--- src/rtl/digit_emitter.sv ---
// Converts an 8-bit value to BCD (shift-add-3, one bit per cycle) and emits hundreds, tens, units as
// spaced strobed digits. Define DIGIT_EMIT_BLANK_EN to emit leading zeros as the blank code 5'd16.
module digit_emitter #(
  parameter int GAP = 4
) (
  input  logic       clk,
  input  logic       rst_n,
  input  logic       start,
  input  logic [7:0] valor,
  output logic [4:0] digito,
  output logic       cambio_digito,
  output logic       busy,
  output logic       done
);

  typedef enum logic [2:0] {IDLE, CONVERT, SEND, HOLD, FIN} state_t;

  localparam logic [4:0] BLANK     = 5'd16;
  localparam logic [3:0] HOLD_LAST = 4'(GAP - 2);

  state_t      state_q;
  logic [11:0] bcd_q;
  logic [7:0]  bin_q;
  logic [2:0]  cnt_q;
  logic [1:0]  idx_q;
  logic [3:0]  hold_q;
  logic [4:0]  digito_q;
  logic        cambio_q;
  logic        busy_q;
  logic        done_q;

  logic [11:0] bcd_adj;
  logic [19:0] shift_d;

  // One double-dabble step: correct each BCD nibble, then shift the whole {bcd, bin} word left.
  always_comb begin
    bcd_adj = bcd_q;
    for (int n = 0; n < 3; n++) begin
      if (bcd_q[n*4 +: 4] >= 4'd5) bcd_adj[n*4 +: 4] = bcd_q[n*4 +: 4] + 4'd3;
    end
    shift_d = {bcd_adj[10:0], bin_q, 1'b0};
  end

  function automatic logic [4:0] digit_of(input logic [11:0] bcd, input logic [1:0] idx);
    logic [4:0] d;
    case (idx)
      2'd0:    d = {1'b0, bcd[11:8]};
      2'd1:    d = {1'b0, bcd[7:4]};
      default: d = {1'b0, bcd[3:0]};
    endcase
`ifdef DIGIT_EMIT_BLANK_EN
    if (idx == 2'd0 && bcd[11:8] == 4'd0) d = BLANK;
    if (idx == 2'd1 && bcd[11:4] == 8'd0) d = BLANK;
`endif
    return d;
  endfunction

  always_ff @(posedge clk or negedge rst_n) begin
    if (!rst_n) begin
      state_q  <= IDLE;
      bcd_q    <= '0;
      bin_q    <= '0;
      cnt_q    <= '0;
      idx_q    <= '0;
      hold_q   <= '0;
      digito_q <= BLANK;
      cambio_q <= 1'b0;
      busy_q   <= 1'b0;
      done_q   <= 1'b0;
    end else begin
      cambio_q <= 1'b0;
      done_q   <= 1'b0;
      case (state_q)
        IDLE: begin
          if (start) begin
            bin_q   <= valor;
            bcd_q   <= '0;
            cnt_q   <= '0;
            busy_q  <= 1'b1;
            state_q <= CONVERT;
          end
        end
        CONVERT: begin
          {bcd_q, bin_q} <= shift_d;
          cnt_q          <= cnt_q + 3'd1;
          // The eighth step finishes here, so the first digit comes straight from the step result.
          if (cnt_q == 3'd7) begin
            idx_q    <= 2'd0;
            digito_q <= digit_of(shift_d[19:8], 2'd0);
            cambio_q <= 1'b1;
            state_q  <= SEND;
          end
        end
        SEND: begin
          hold_q  <= '0;
          state_q <= HOLD;
        end
        HOLD: begin
          hold_q <= hold_q + 4'd1;
          if (hold_q == HOLD_LAST) begin
            if (idx_q == 2'd2) begin
              done_q  <= 1'b1;
              busy_q  <= 1'b0;
              state_q <= FIN;
            end else begin
              idx_q    <= idx_q + 2'd1;
              digito_q <= digit_of(bcd_q, idx_q + 2'd1);
              cambio_q <= 1'b1;
              state_q  <= SEND;
            end
          end
        end
        FIN:     state_q <= IDLE;
        default: state_q <= IDLE;
      endcase
    end
  end

  assign digito        = digito_q;
  assign cambio_digito = cambio_q;
  assign busy          = busy_q;
  assign done          = done_q;

endmodule

--- config.mk ---
export PLATFORM = sky130hd
export DESIGN_NAME = digit_emitter
export DESIGN_NICKNAME = d
export VERILOG_FILES = /design/src/rtl/digit_emitter.sv
export SDC_FILE = /design/constraint.sdc
export NUM_CORES = 1
export LEC_CHECK = 0
export ABC_AREA = 0
export CAP_MARGIN = 5
export CORE_UTILIZATION = 35
export DETAILED_ROUTE_END_ITERATION = 8
export GPL_TIMING_DRIVEN = 0
export PLACE_DENSITY = 0.64
export SLEW_MARGIN = 20
export SYNTH_ARGS = -nofsm -noshare
export SYNTH_HDL_FRONTEND = slang
export SYNTH_SLANG_ARGS = --single-unit
export TNS_END_PERCENT = 50
--- constraint.sdc ---
create_clock -name clk -period 2.2 [get_ports clk]
set_input_delay 0.33 -clock clk [delete_from_list [all_inputs] [get_ports clk]]
set_output_delay 0.33 -clock clk [all_outputs]
set_load 0.05 [all_outputs]
==> summary.md, run 1 <==
| Metric | Value |
|---|---|
| Status | `finished, final reports clean` |
| DRT Pass-1 Iters | `4` |
| Hold Vio Cnt, Final | `0` |
| Via density | `5.12` |
| Mean routed wirelength per cell | `14.0 µm` |
| Critical path launch point type | `flip-flop` |
| Final HPWL from detailed placement | `3.19 mm` |
| GRT Overall Usage | `0.161` |
| IO Pins | `19` |
| Critical path type | `flip-flop to primary output` |
| Diode count | `0` |
| Synth Area per Inst | `9.97 µm²` |
| Register-to-register setup slack | `290 ps` |
| Post-synth cell types | `44` |
| Die Wd | `80.3 µm` |
| Seq cells post-synth | `40` |
| Total number of vias | `1627` |
| Area grow syn2layout | `18.5%` |
| Number of enable flip-flop cells after synthesis | `0` |
| Worst Skew | `11.0 ps` |
| Worst path bufs/invs | `1` |
| Critical Path AT | `1620 ps` |
| Maximum clock frequency | `0.512 GHz` |
| RSZ-0062 raised after global routing | `no` |
| CTS tree | `done` |
| Max IR drop VDD | `0.463 mV` |
| Share of post-route cells with drive strength above 1 | `0.107` |
| Setup violations, final | `0` |
| Final core occ | `0.429` |
| Worst Hold Margin | `421 ps` |
| CP Data Required Time | `1870 ps` |
| Async SR Flop Fraction | `1.00` |
| Placed Instances | `309` |
| Die area | `6440 µm²` |
| Die Span Y | `80.3 µm` |
| Ys Warns | `0` |
| Final wirelength | `4.46 mm` |
| Largest net degree at the start of global routing | `32` |
| Commonest non-fill, non-tap cell in the layout | `dfrtp_1` |
| CP max stage cell | `clkdlybuf4s50_1` |
| Crit path time final | `1950 ps` |
| Max-cap viol count | `0` |
| Port Buf Inserts | `18` |
| Initial core utilization | `0.362` |
| Worst path cell trace | `clkdlybuf4s50_1` |
| Worst Setup End Kind | `primary output` |
| Min-delay worst type | `input port to async pin` |
| Iteration-0 DRC count of the detailed router | `129` |
| # H-tree levels | `2` |
| Non-Filler Instances | `318` |
| Antenna violations before repair | `0` |
| Vias in the first global route | `1617` |
| Mapped Area | `2140 µm²` |
| ANT nets after route | `0` |
| Worst slack at placement | `223 ps` |
| RePlAce Congestion | `0.782` |
| Std-Cell Rows | `28` |
| Commonest register cell after synthesis | `dfrtp_1` |
| Final #Nets | `266` |
| Setup TNS | `0 ps` |
| First-pass GRT wire length | `7.87 mm` |
| Crit-path leading delay family | `buffers and inverters` |
| Mapped Cells | `215` |
| Commonest cells after routing, fill and taps aside | `39 x dfrtp_1, 26 x nand2_1, 17 x clkdlybuf4s50_1` |
| Final WS setup | `247 ps` |
| Fill cells | `574` |
| Static leakage | `1.08 nW` |
| CP max stage delay | `790 ps` |
| Sink Count | `40` |
| Reg clk slew, reported paths | `90 ps` |
| Post-CTS sizing | `0` |
| R2r startpoint | `bcd_q[8]$_DFFE_PN0P_` |
| Tcrit/Tclk final | `0.888` |
| R2R depth | `6` |
| Sequential share of the synthesized area | `0.468` |
| Register area | `1000 µm²` |
| Area of the multi-input gates | `1040 µm²` |
| Worst slew margin | `0.667` |
| Clk buf depth | `2` |
| Core area | `5920 µm²` |
| # DRC | `0` |
| Total grt overflow | `0` |
| Number of buffers created by CTS | `5` |
| Clk root buf | `clkbuf_8` |
| PwrDens | `1410 nW/µm²` |
| Syn Nets | `239` |
| Max-slew violations | `0` |
| CP max FO | `2` |
| Worst-Skew Late Latency | `300 ps` |
| Worst reg2reg endpoint | `bcd_q[10]$_DFFE_PN0P_` |
| Post-CTS setup buffer count | `0` |
| Worst-Margin Slew | `500 ps` |
[registers in the layout (all words and copies together) (netlist names)]
name	count
idx_q	2
cnt_q	3
cambio_digito	1
state_q	3
busy	1
bin_q	8
digito	5
hold_q	4
done	1
bcd_q	12
[worst max-delay path by stage]
stage                     slack [ps]  cells after the start             startpoint                     to
after floorplan                  530                      6   bcd_q[8]$_DFFE_PN0P_  bcd_q[10]$_DFFE_PN0P_
after global placement          -270                      1                  rst_n   bcd_q[2]$_DFFE_PN0P_
after detailed placement         220                      4                  start   bcd_q[4]$_DFFE_PN0P_
after CTS                        240                      1  digito[4]$_DFFE_PN1P_              digito[4]
after global routing             200                      1  digito[4]$_DFFE_PN1P_              digito[4]
final                            250                      1  digito[4]$_DFFE_PN1P_              digito[4]
[power by group]
group	switching, mW	leakage (nW)	internal (mW)
Sequential	0.268	0.498	1.03
Combinational	1.01	0.540	0.754
Clock	0.269	0.0434	0.254
[routing by layer]
layer  up-vias  wire, µm  global-route usage
met5         -         0                   0
met4         0        68              0.0625
met3         5       146              0.0375
met2        29      2080               0.253
met1       773      2170               0.213
li1        820         -                   -
[logic make-up after synthesis]
logic type | Yosys count | synth area share
AO/OA/AOI/OAI | 61 | 0.183
AND/OR/NAND/NOR | 60 | 0.145
flip-flops | 40 | 0.468
buffers and inverters | 24 | 0.0490
multiplexers | 13 | 0.0625
adder cells (fa/ha/maj) | 13 | 0.0759
XOR/XNOR | 4 | 0.0163
[synth_stat cells, drive strengths merged (5+ instances only)]
cell type	instances	area share
o31ai	5	0.020
mux2i	10	0.047
nand2	26	0.046
o22ai	8	0.023
buf	8	0.021
nand2b	6	0.018
a21oi	10	0.023
dfrtp	39	0.46
ha	13	0.076
nor2	11	0.019
inv	13	0.023
o21ai	21	0.049
[cell type report]
cell class | instances | area share
Multi-Input combinational cell | 151 | 0.408
Sequential cell | 40 | 0.395
Timing Repair Buffer | 20 | 0.0808
Tap cell | 75 | 0.0369
Clock buffer | 6 | 0.0325
Buffer | 11 | 0.0222
Inverter | 13 | 0.0192
Clock inverter | 2 | 0.00591
[timing repair]
item / 4_1_cts / 5_1_grt
endpoints found under the hold margin: 8 / 0
hold buffers: 1 / 0
setup endpoints to repair: 0 / 0
[per-stage QoR]
step | instance area (µm²) | power, mW
finish | 2540 | 3.58
CTS | 2540 | 3.61
floorplan | 2140 | 2.61
detailed placement | 2430 | 3.07
global route | 2540 | 3.92
global placement | 2420 | 3.01
Power figures use the tool's default switching activity.
==> run 2, diff against run 1 <==
--- a/config.mk
+++ b/config.mk
@@ -7,10 +7,12 @@
 export LEC_CHECK = 0
 export ABC_AREA = 0
 export CAP_MARGIN = 5
-export CORE_UTILIZATION = 35
+export CELL_PAD_IN_SITES_DETAIL_PLACEMENT = 1
+export CELL_PAD_IN_SITES_GLOBAL_PLACEMENT = 2
+export CORE_UTILIZATION = 37
 export DETAILED_ROUTE_END_ITERATION = 8
 export GPL_TIMING_DRIVEN = 0
-export PLACE_DENSITY = 0.64
+export PLACE_DENSITY = 0.9
 export SLEW_MARGIN = 20
 export SYNTH_ARGS = -nofsm -noshare
 export SYNTH_HDL_FRONTEND = slang
==> summary.md, run 2 (synthesis results as in run 1) <==
| Metric | Value |
|---|---|
| Met2 Usage GRT | `0.285` |
| DRT Pass-1 Iters | `4` |
| Setup TNS | `0 ps` |
| Worst Setup End Kind | `primary output` |
| Worst Hold Margin | `484 ps` |
| Tcrit/Tclk final | `0.883` |
| Via density | `5.28` |
| Die area | `6100 µm²` |
| IO Pins | `19` |
| Static leakage | `1.10 nW` |
| Critical Path AT | `1610 ps` |
| Diode count | `0` |
| Max reg flops | `12` |
| Min-delay worst type | `flip-flop to flip-flop` |
| Commonest non-fill, non-tap cell in the layout | `dfrtp_1` |
| CP max FO | `2` |
| Non-Filler Instances | `315` |
| Total grt overflow | `0` |
| CP max stage cell | `clkdlybuf4s50_1` |
| Sink Count | `40` |
| Largest net degree at the start of global routing | `23` |
| Clk buf depth | `2` |
| Iteration-0 DRC count of the detailed router | `66` |
| First-pass GRT wire length | `8.45 mm` |
| Worst path bufs/invs | `1` |
| Final WS setup | `257 ps` |
| Gr busiest metal | `met2` |
| Hold Vio Cnt, Final | `0` |
| # H-tree levels | `2` |
| Maximum clock frequency | `0.515 GHz` |
| Worst slew margin | `0.663` |
| Share of post-route cells with drive strength above 1 | `0.103` |
| Vias in the first global route | `1739` |
| Reg with most FFs | `bcd_q` |
| Worst-Margin Slew | `505 ps` |
| Max IR drop VDD | `0.538 mV` |
| Critical path type | `flip-flop to primary output` |
| Worst-Skew Late Latency | `300 ps` |
| Critical path launch point type | `flip-flop` |
| Crit-path leading delay family | `buffers and inverters` |
| Worst path cell trace | `clkdlybuf4s50_1` |
| Post-CTS setup buffer count | `0` |
| Std-Cell Rows | `27` |
| Total number of vias | `1662` |
| Max-slew violations | `0` |
| PwrDens | `1440 nW/µm²` |
| Initial core utilization | `0.387` |
| Die Span Y | `78.1 µm` |
| Setup violations, final | `0` |
| # DRC | `0` |
| Final #Nets | `266` |
| CP Data Required Time | `1870 ps` |
| Crit path time final | `1940 ps` |
| Antenna violations before repair | `0` |
| Port Buf Inserts | `18` |
| Max-cap viol count | `0` |
| Final HPWL from detailed placement | `3.41 mm` |
| RSZ-0062 raised after global routing | `no` |
| Final wirelength | `4.70 mm` |
| Area grow syn2layout | `19.1%` |
| Commonest cells after routing, fill and taps aside | `39 x dfrtp_1, 26 x nand2_1, 17 x clkdlybuf4s50_1` |
| Die Wd | `78.1 µm` |
| M1 GR Usage | `0.237` |
| Worst slack at placement | `235 ps` |
| GRT Overall Usage | `0.181` |
| CP max stage delay | `790 ps` |
| Mean routed wirelength per cell | `14.9 µm` |
| Placed Instances | `306` |
| Post-layout power | `3.68 mW` |
| CTS tree | `done` |
| ANT nets after route | `0` |
| Status | `finished, final reports clean` |
| Reg clk slew, reported paths | `70 ps` |
| RePlAce Congestion | `0.782` |
| Worst Skew | `8.29 ps` |
| Core area | `5540 µm²` |
| Met3 Use GR | `0.0349` |
| Number of buffers created by CTS | `5` |
| Clk root buf | `clkbuf_8` |
run 2: changes by cell type in the layout (fill, tap and decap cells not counted):
cell        previous run  this run
buf_12                 1         0
buf_16                 0         1
bufinv_16              0         1
clkbuf_1               3         4
clkbuf_8               6         5
clkinv_2               0         1
clkinvlp_4             2         0
run 2: layout make-up:
type,count,area (µm²)
Buffer,11,56.3
Timing Repair Buffer,20,213
Multi-Input combinational cell,151,1040
Clock inverter,2,35.0
Tap cell,72,90.1
Sequential cell,40,1000
Clock buffer,6,72.6
Inverter,13,48.8
Fill cell,647,2990
run 2: what timing repair did:
action                                 CTS  global route
resized for setup                        0             0
endpoints found under the hold margin   18             0
hold buffers                             1             0
run 2: final timing paths:
path                                       start  slack (ps)  cells past startpoint               endpoint
max in group asynchronous                  rst_n        1120                      3  digito[4]$_DFFE_PN1P_
min                        digito[4]$_DFFE_PN1P_         480                      1  digito[4]$_DFFE_PN1P_
min reg2reg                digito[4]$_DFFE_PN1P_         480                      1  digito[4]$_DFFE_PN1P_
max                        digito[4]$_DFFE_PN1P_         260                      1              digito[4]
min in group asynchronous                  rst_n         530                      2   cnt_q[0]$_DFFE_PN0P_
max reg2reg                 bcd_q[8]$_DFFE_PN0P_         290                      6  bcd_q[10]$_DFFE_PN0P_
run 2: layer usage:
| metal | vias up | part of all wire | routed length [µm] |
|---|---|---|---|
| met3 | 6 | 0.033 | 157 |
| met1 | 813 | 0.49 | 2300 |
| met2 | 26 | 0.46 | 2150 |
| li1 | 817 | - | - |
| met5 | - | 0 | 0 |
| met4 | 0 | 0.023 | 106 |
run 2: metrics by stage:
step / area (µm²) / utilization
detailed placement: 2440 / 0.440
global placement: 2410 / 0.436
CTS: 2550 / 0.461
floorplan: 2140 / -
global route: 2550 / 0.461
finish: 2550 / 0.461
run 2: report_power, final:
group          switching (mW)  internal, mW
sequential              0.270          1.03
combinational            1.02         0.758
clock                   0.267         0.337
